**config.mk**
```make
export PLATFORM = sky130hd
export DESIGN_NAME = acc_control
export DESIGN_NICKNAME = d
export VERILOG_FILES = /design/src/rtl/acc_pkg.sv /design/src/rtl/acc_opdecode.sv /design/src/rtl/acc_control.sv
export SDC_FILE = /design/constraint.sdc
export NUM_CORES = 1
export LEC_CHECK = 0
export BUFFER_PORTS_ARGS = -buffer_cell sky130_fd_sc_hd__buf_2
export CAP_MARGIN = 20
export CORE_MARGIN = 2
export CORE_UTILIZATION = 40
export DETAILED_ROUTE_END_ITERATION = 12
export GPL_ROUTABILITY_DRIVEN = 0
export PLACE_DENSITY = 0.83
export SLEW_MARGIN = 20
export SYNTH_ARGS = -nofsm -noshare
export SYNTH_HDL_FRONTEND = slang
export SYNTH_SLANG_ARGS = --single-unit
```
**constraint.sdc**
```tcl
create_clock -name CLK -period 3.75 [get_ports CLK]
set_clock_uncertainty 0.2 [all_clocks]
set_input_delay 1.125 -clock CLK [delete_from_list [all_inputs] [get_ports CLK]]
set_output_delay 1.125 -clock CLK [all_outputs]
set_load 0.1 [all_outputs]
```
**src/rtl/acc_pkg.sv**
```systemverilog
// ============================================================================
//  Module   : acc_pkg
//  Desc     : Shared state, opcode and datapath-select encodings for the
//             16-bit accumulator CPU.
//  Revision : 1.0  initial release
// ============================================================================
`default_nettype none

package acc_pkg;

    typedef enum logic [3:0] {
        S_FETCH  = 4'd0,
        S_DECODE = 4'd1,
        S_MEM_RD = 4'd2,
        S_MEM_WR = 4'd3,
        S_ALU_EX = 4'd4,
        S_ACC_WB = 4'd5,
        S_BRANCH = 4'd6,
        S_JUMP   = 4'd7,
        S_SP_DEC = 4'd8,
        S_SP_INC = 4'd9,
        S_HALT   = 4'd10
    } state_e;

    typedef enum logic [3:0] {
        CLS_NOP   = 4'd0,
        CLS_LOAD  = 4'd1,
        CLS_STORE = 4'd2,
        CLS_ALU   = 4'd3,
        CLS_ADDI  = 4'd4,
        CLS_BEQZ  = 4'd5,
        CLS_JUMP  = 4'd6,
        CLS_PUSH  = 4'd7,
        CLS_POP   = 4'd8,
        CLS_HALT  = 4'd9
    } opclass_e;

    localparam logic [3:0] OP_LOAD  = 4'd0;
    localparam logic [3:0] OP_STORE = 4'd1;
    localparam logic [3:0] OP_ADD   = 4'd2;
    localparam logic [3:0] OP_SUB   = 4'd3;
    localparam logic [3:0] OP_AND   = 4'd4;
    localparam logic [3:0] OP_OR    = 4'd5;
    localparam logic [3:0] OP_ADDI  = 4'd6;
    localparam logic [3:0] OP_BEQZ  = 4'd7;
    localparam logic [3:0] OP_JUMP  = 4'd8;
    localparam logic [3:0] OP_PUSH  = 4'd9;
    localparam logic [3:0] OP_POP   = 4'd10;
    localparam logic [3:0] OP_HALT  = 4'd15;

    localparam logic [2:0] SRCA_PC  = 3'd0;
    localparam logic [2:0] SRCA_ACC = 3'd1;
    localparam logic [2:0] SRCA_SP  = 3'd2;

    localparam logic [3:0] SRCB_TWO = 4'd0;
    localparam logic [3:0] SRCB_SE  = 4'd1;
    localparam logic [3:0] SRCB_MDR = 4'd2;
    localparam logic [3:0] SRCB_ZE  = 4'd3;
    localparam logic [3:0] SRCB_SL1 = 4'd4;

    localparam logic [2:0] ALU_ADD   = 3'd0;
    localparam logic [2:0] ALU_SUB   = 3'd1;
    localparam logic [2:0] ALU_AND   = 3'd2;
    localparam logic [2:0] ALU_OR    = 3'd3;
    localparam logic [2:0] ALU_PASSA = 3'd5;

    localparam logic [1:0] PCSRC_ALU    = 2'd0;
    localparam logic [1:0] PCSRC_ALUOUT = 2'd1;
    localparam logic [1:0] PCSRC_JUMP   = 2'd2;

    localparam logic [1:0] IORD_PC = 2'd0;
    localparam logic [1:0] IORD_ZE = 2'd1;
    localparam logic [1:0] IORD_SP = 2'd2;

endpackage

`default_nettype wire

```
**src/rtl/acc_opdecode.sv**
```systemverilog
// ============================================================================
//  Module   : acc_opdecode
//  Desc     : Combinational opcode to instruction-class and ALU-op mapping.
//  Revision : 1.0  initial release
// ============================================================================
`default_nettype none

module acc_opdecode
    import acc_pkg::*;
(
    input  logic [3:0] opcode_i,
    output opclass_e   opclass_o,
    output logic [2:0] aluop_o
);

    always_comb begin
        opclass_o = CLS_NOP;
        aluop_o   = ALU_ADD;
        case (opcode_i)
            OP_LOAD:  opclass_o = CLS_LOAD;
            OP_STORE: opclass_o = CLS_STORE;
            OP_ADD:   opclass_o = CLS_ALU;
            OP_SUB: begin
                opclass_o = CLS_ALU;
                aluop_o   = ALU_SUB;
            end
            OP_AND: begin
                opclass_o = CLS_ALU;
                aluop_o   = ALU_AND;
            end
            OP_OR: begin
                opclass_o = CLS_ALU;
                aluop_o   = ALU_OR;
            end
            OP_ADDI:  opclass_o = CLS_ADDI;
            OP_BEQZ:  opclass_o = CLS_BEQZ;
            OP_JUMP:  opclass_o = CLS_JUMP;
            OP_PUSH:  opclass_o = CLS_PUSH;
            OP_POP:   opclass_o = CLS_POP;
            OP_HALT:  opclass_o = CLS_HALT;
            default:  opclass_o = CLS_NOP;
        endcase
    end

endmodule

`default_nettype wire

```
**src/rtl/acc_control.sv**
```systemverilog
// ============================================================================
//  Module   : acc_control
//  Desc     : Multicycle control FSM for the 16-bit accumulator CPU.
//  Revision : 1.0  initial release
// ============================================================================
`default_nettype none

module acc_control
    import acc_pkg::*;
(
    input  logic        CLK,
    input  logic        reset,
    input  logic [15:0] IR,
    input  logic        Zero,
    input  logic        MemReady,
    output logic [2:0]  SrcA,
    output logic [3:0]  SrcB,
    output logic [2:0]  ALUOP,
    output logic [1:0]  PCSrc,
    output logic [1:0]  IorD,
    output logic        ACCSrc,
    output logic        MemRead,
    output logic        MemWrite,
    output logic        IRWrite,
    output logic        MDRWrite,
    output logic        PCWrite,
    output logic        ACCWrite,
    output logic        SPWrite,
    output logic        Halted,
    output logic [3:0]  State
);

    state_e     state_q;
    state_e     state_d;
    opclass_e   w_cls;
    logic [2:0] w_aluop;
    logic       w_ir_unused;

    // Operand field of IR feeds the datapath directly, not the control.
    assign w_ir_unused = ^IR[11:0];

    acc_opdecode u_opdecode (
        .opcode_i  (IR[15:12]),
        .opclass_o (w_cls),
        .aluop_o   (w_aluop)
    );

    always_ff @(posedge CLK or negedge reset) begin
        if (!reset) begin
            state_q <= S_FETCH;
        end else begin
            state_q <= state_d;
        end
    end

    always_comb begin
        state_d = state_q;
        case (state_q)
            S_FETCH:  if (MemReady) state_d = S_DECODE;
            S_DECODE: begin
                case (w_cls)
                    CLS_LOAD, CLS_ALU, CLS_POP: state_d = S_MEM_RD;
                    CLS_STORE: state_d = S_MEM_WR;
                    CLS_ADDI:  state_d = S_ALU_EX;
                    CLS_BEQZ:  state_d = S_BRANCH;
                    CLS_JUMP:  state_d = S_JUMP;
                    CLS_PUSH:  state_d = S_SP_DEC;
                    CLS_HALT:  state_d = S_HALT;
                    default:   state_d = S_FETCH;
                endcase
            end
            S_MEM_RD: begin
                if (MemReady) begin
                    case (w_cls)
                        CLS_LOAD: state_d = S_ACC_WB;
                        CLS_ALU:  state_d = S_ALU_EX;
                        CLS_POP:  state_d = S_SP_INC;
                        default:  state_d = S_FETCH;
                    endcase
                end
            end
            S_MEM_WR: if (MemReady) state_d = S_FETCH;
            S_ALU_EX: state_d = S_ACC_WB;
            S_ACC_WB: state_d = S_FETCH;
            S_BRANCH: state_d = S_FETCH;
            S_JUMP:   state_d = S_FETCH;
            S_SP_DEC: state_d = S_MEM_WR;
            S_SP_INC: state_d = S_ACC_WB;
            S_HALT:   state_d = S_HALT;
            default:  state_d = S_FETCH;
        endcase
    end

    always_comb begin
        SrcA     = SRCA_PC;
        SrcB     = SRCB_TWO;
        ALUOP    = ALU_ADD;
        PCSrc    = PCSRC_ALU;
        IorD     = IORD_PC;
        ACCSrc   = 1'b0;
        MemRead  = 1'b0;
        MemWrite = 1'b0;
        IRWrite  = 1'b0;
        MDRWrite = 1'b0;
        PCWrite  = 1'b0;
        ACCWrite = 1'b0;
        SPWrite  = 1'b0;
        Halted   = 1'b0;
        case (state_q)
            S_FETCH: begin
                MemRead = 1'b1;
                IRWrite = MemReady;
                PCWrite = MemReady;
            end
            S_DECODE: SrcB = SRCB_SL1;
            S_MEM_RD: begin
                MemRead  = 1'b1;
                IorD     = (w_cls == CLS_POP) ? IORD_SP : IORD_ZE;
                MDRWrite = MemReady;
            end
            S_MEM_WR: begin
                MemWrite = 1'b1;
                IorD     = (w_cls == CLS_PUSH) ? IORD_SP : IORD_ZE;
            end
            S_ALU_EX: begin
                SrcA  = SRCA_ACC;
                SrcB  = (w_cls == CLS_ADDI) ? SRCB_SE : SRCB_MDR;
                ALUOP = w_aluop;
            end
            S_ACC_WB: begin
                ACCWrite = 1'b1;
                ACCSrc   = (w_cls == CLS_LOAD) || (w_cls == CLS_POP);
            end
            S_BRANCH: begin
                SrcA    = SRCA_ACC;
                ALUOP   = ALU_PASSA;
                PCSrc   = PCSRC_ALUOUT;
                PCWrite = Zero;
            end
            S_JUMP: begin
                PCSrc   = PCSRC_JUMP;
                PCWrite = 1'b1;
            end
            S_SP_DEC: begin
                SrcA    = SRCA_SP;
                ALUOP   = ALU_SUB;
                SPWrite = 1'b1;
            end
            S_SP_INC: begin
                SrcA    = SRCA_SP;
                SPWrite = 1'b1;
            end
            S_HALT:   Halted = 1'b1;
            default: ;
        endcase
    end

    assign State = state_q;

endmodule

`default_nettype wire

```
==> metrics.md <==
| Metric | Value |
|---|---|
| Fin crit period | `about 4000 ps` |
| Total grt overflow | `0` |
| Critical setup path kind | `in -> out` |
| Synth Area in Compound Gates | `0.272` |
| Vias in the first global route | `1104` |
| DIE AREA | `2370 um2` |
| Ys Warns | `0` |
| Synth Area in XOR/XNOR | `0.0313` |
| DRC Markers | `0` |
| GR Util All Layers | `0.275` |
| Total power | `roughly 1.1 mW` |
| Vias | `about 1.1k` |
| CTS Root Cell | `clkbuf_4` |
| Synth async-reset ratio | `1.00` |
| Antenna cells | `0` |
| CP Max Fanout | `7` |
| # port buffers | `32` |
| Type of the tightest min-delay check | `in -> async` |
| Final Max Tran Viols | `0` |
| Post-Route WL | `about 3200 um` |
| Worst-Margin Slew | `790 ps` |
| Vias/cell | `~5.8` |
| CP Buf/Inv Count | `3` |
| Core Footprint | `1920 um2` |
| Most used flip-flop cell after synthesis | `dfrtp_1` |
| Slowest cell on crit path | `o211ai_1` |
| Post-DP HPWL | `around 2100 um` |
| Reg-to-reg critical path startpoint | `State[0]` |
| Setup slack after layout | `-251 ps` |
| Layout cell share with drive strength beyond 1 | `0.587` |
| CP delay by family, top | `buffers and inverters` |
| RSZ-0062 raised after global routing | `true` |
| Critical path startpoint category | `input port` |
| CTS buffer count | `3` |
| Mux contribution to synthesized area | `0.0141` |
| Routed Antenna Nets | `0` |
| WL per Instance | `roughly 17 um` |
| Nets@finish | `193` |
| Yosys cell types | `41` |
| Seq cells post-synth | `4` |
| Worst r2r path cells | `3` |
| H-Tree Level Count | `1` |
| Critical Path Source | `IR[13]` |
| Final Hold Fails | `0` |
| Adder-cell share of the synthesized area | `0.0782` |
| Largest family of logic cells by synthesized area | `simple AND/OR/NAND/NOR gates` |
| Initial core utilization | `0.416` |
| Pre-CTS setup slack | `-377 ps` |
| Fmax | `250 MHz` |
| Largest net degree at the start of global routing | `22` |
| Initial DRC Count | `40` |
| FF-to-FF setup slack | `~1700 ps` |
| Clk_lat worst skew | `260 ps` |
| Post-synth EDFFs | `0` |
| CP Capture Point | `IorD[0]` |
| CP required | `between 2000 and 2500 ps` |
| LEAKAGE | `around 0.7 nW` |
| Rel. slew slack | `0.473` |
| Setup TNS | `-623 ps` |
| Max stage delay on crit path | `around 250 ps` |
| Initial antenna violation count | `0` |
| Violated checks | `negative setup slack` |
| Chip width | `just under 50 um` |
| Synth Area per Inst | `approximately 6.7 um2` |
| Max cap viols | `0` |
| Top Ports | `47` |
| Mapped cell area | `800 um2` |
| Critical path endpoint category | `primary output` |
| CTS tree | `done` |
| Cell Count, Final, Fillers Out | `194` |
| Setup violations, final | `3` |
| VDD IR max | `~0.0006 V` |
| Dominant cells by area after synthesis | `dfrtp_1 13%, ha_1 7.8%, nor3_1 6.3%` |
| Sequential share of the synthesized area | `0.125` |
| Post-synth top area share | `0.125` |
| PD cells | `slightly above 700 nW/um2` |
| Post-Syn Instances | `120` |
| Dpl cells | `roughly 190` |
| CTS Buffer Depth | `2` |
| Die Height | `48.7 um` |
| Cell taking the most area after synthesis | `dfrtp_1` |
| Synth-to-Final Area Change | `94.7%` |
| Fin crit share | `1.07` |
| Clock slew at reported path FFs | `around 50 ps` |
| Simple-gate share of the synthesized area | `0.360` |
| FP Rows | `16` |
| Crit Reg-Reg Endpoint | `State[1]` |
| Drt pass-1 iters | `4` |
| Max reg flops | `4` |
| Critical path cell sequence | `buf_12 -> o211ai_1 -> buf_4 -> nand3_4 -> ha_4 -> nand3_4 -> nor3_4 -> a31oi_4 -> nor2b_4 -> buf_12` |
| Worst path depth | `10` |
| Status | `complete, but fails checks` |
| CTS Sinks | `4` |
| First-pass GRT wire length | `about 5100 um` |
| Arrival time at the worst endpoint | `roughly 2700 ps` |
==> metal layers <==
metal / up-vias / global-route usage / part of all wire
li1: 516 / - / -
met1: 529 / 0.316 / 0.39
met2: 69 / 0.534 / 0.53
met3: 10 / 0.0154 / 0.065
met4: 0 / 0.0857 / 0.023
met5: - / 0 / 0
==> through the flow <==
step                      utilization  cell area [um2]  hold slack, ps
after floorplan                     -             1020             629
after global placement          0.716             1380             597
after detailed placement        0.716             1380             613
after CTS                       0.777             1490             466
after global routing            0.810             1560             470
final                           0.810             1560             459
==> cells by family (layout without fill, tap and decap cells) <==
logic type | Yosys count | count (layout)
other cells | 1 | 2
buf+inv | 19 | 65
mux | 1 | 1
fa+ha+maj | 5 | 5
compound gates | 32 | 32
simple gates | 56 | 56
flops | 4 | 4
xor+xnor | 2 | 2
==> cells in the mapped netlist (all sizes together) (2+ instances only) <==
cell type  count
nand3b         2
and3           4
a21oi          5
o21a           2
inv            6
and2           2
o2bb2ai        2
nor3          10
nand2         10
ha             5
nor2          12
buf            9
o21ai          8
xor2           2
nand3          3
a31oi          3
clkbuf         4
nor2b          4
dfrtp          4
nand2b         6
o211ai         2
==> worst reg2reg max path, cell delays in order, from the launching register on <==
cell and delay, ps:
dfrtp_1 850, nand2b_1 350, a221o_1 390, a31oi_1 200
==> worst min path at each step <==
stage,to,slack [ps],cells past startpoint
after floorplan,State[0],630,0
after global placement,State[1],600,3
after detailed placement,State[2],610,4
after CTS,State[1],470,1
after global routing,State[0],470,1
final,State[1],460,1
==> layout by cell type, fill, tap and decap left out, types with 4 or more instances in the layout <==
| cell | count |
|---|---|
| nor3_4 | 6 |
| inv_1 | 6 |
| nand2_1 | 6 |
| nor2_4 | 4 |
| nand2_2 | 4 |
| nor2_1 | 5 |
| buf_12 | 8 |
| nand2b_1 | 5 |
| buf_2 | 22 |
| buf_4 | 22 |
| nor3_1 | 4 |
| o21ai_0 | 4 |
==> final cells by class <==
class / instances / area (um2)
multi-input combinational: 98 / 900
timing repair buffer: 55 / 473
fill: 128 / 365
sequential: 4 / 101
tap: 27 / 33.8
clock buffer: 4 / 26.3
inverter: 6 / 22.5
==> report_power, final <==
group	switching (mW)	internal, mW	leakage (nW)	total (mW)
combinational	0.686	0.232	0.624	0.918
clock	0.0280	0.0406	0.0150	0.0687
sequential	0.0846	0.0576	0.0510	0.142
==> repair_timing <==
item                       4_1_cts  5_1_grt
hold buffers                     0        0
cloned                           0        0
gates resized for setup         18       12
pin swaps                        9       10
setup buffers                    1        1
setup endpoints to repair        3        5
(Power assumes the default switching activity.)
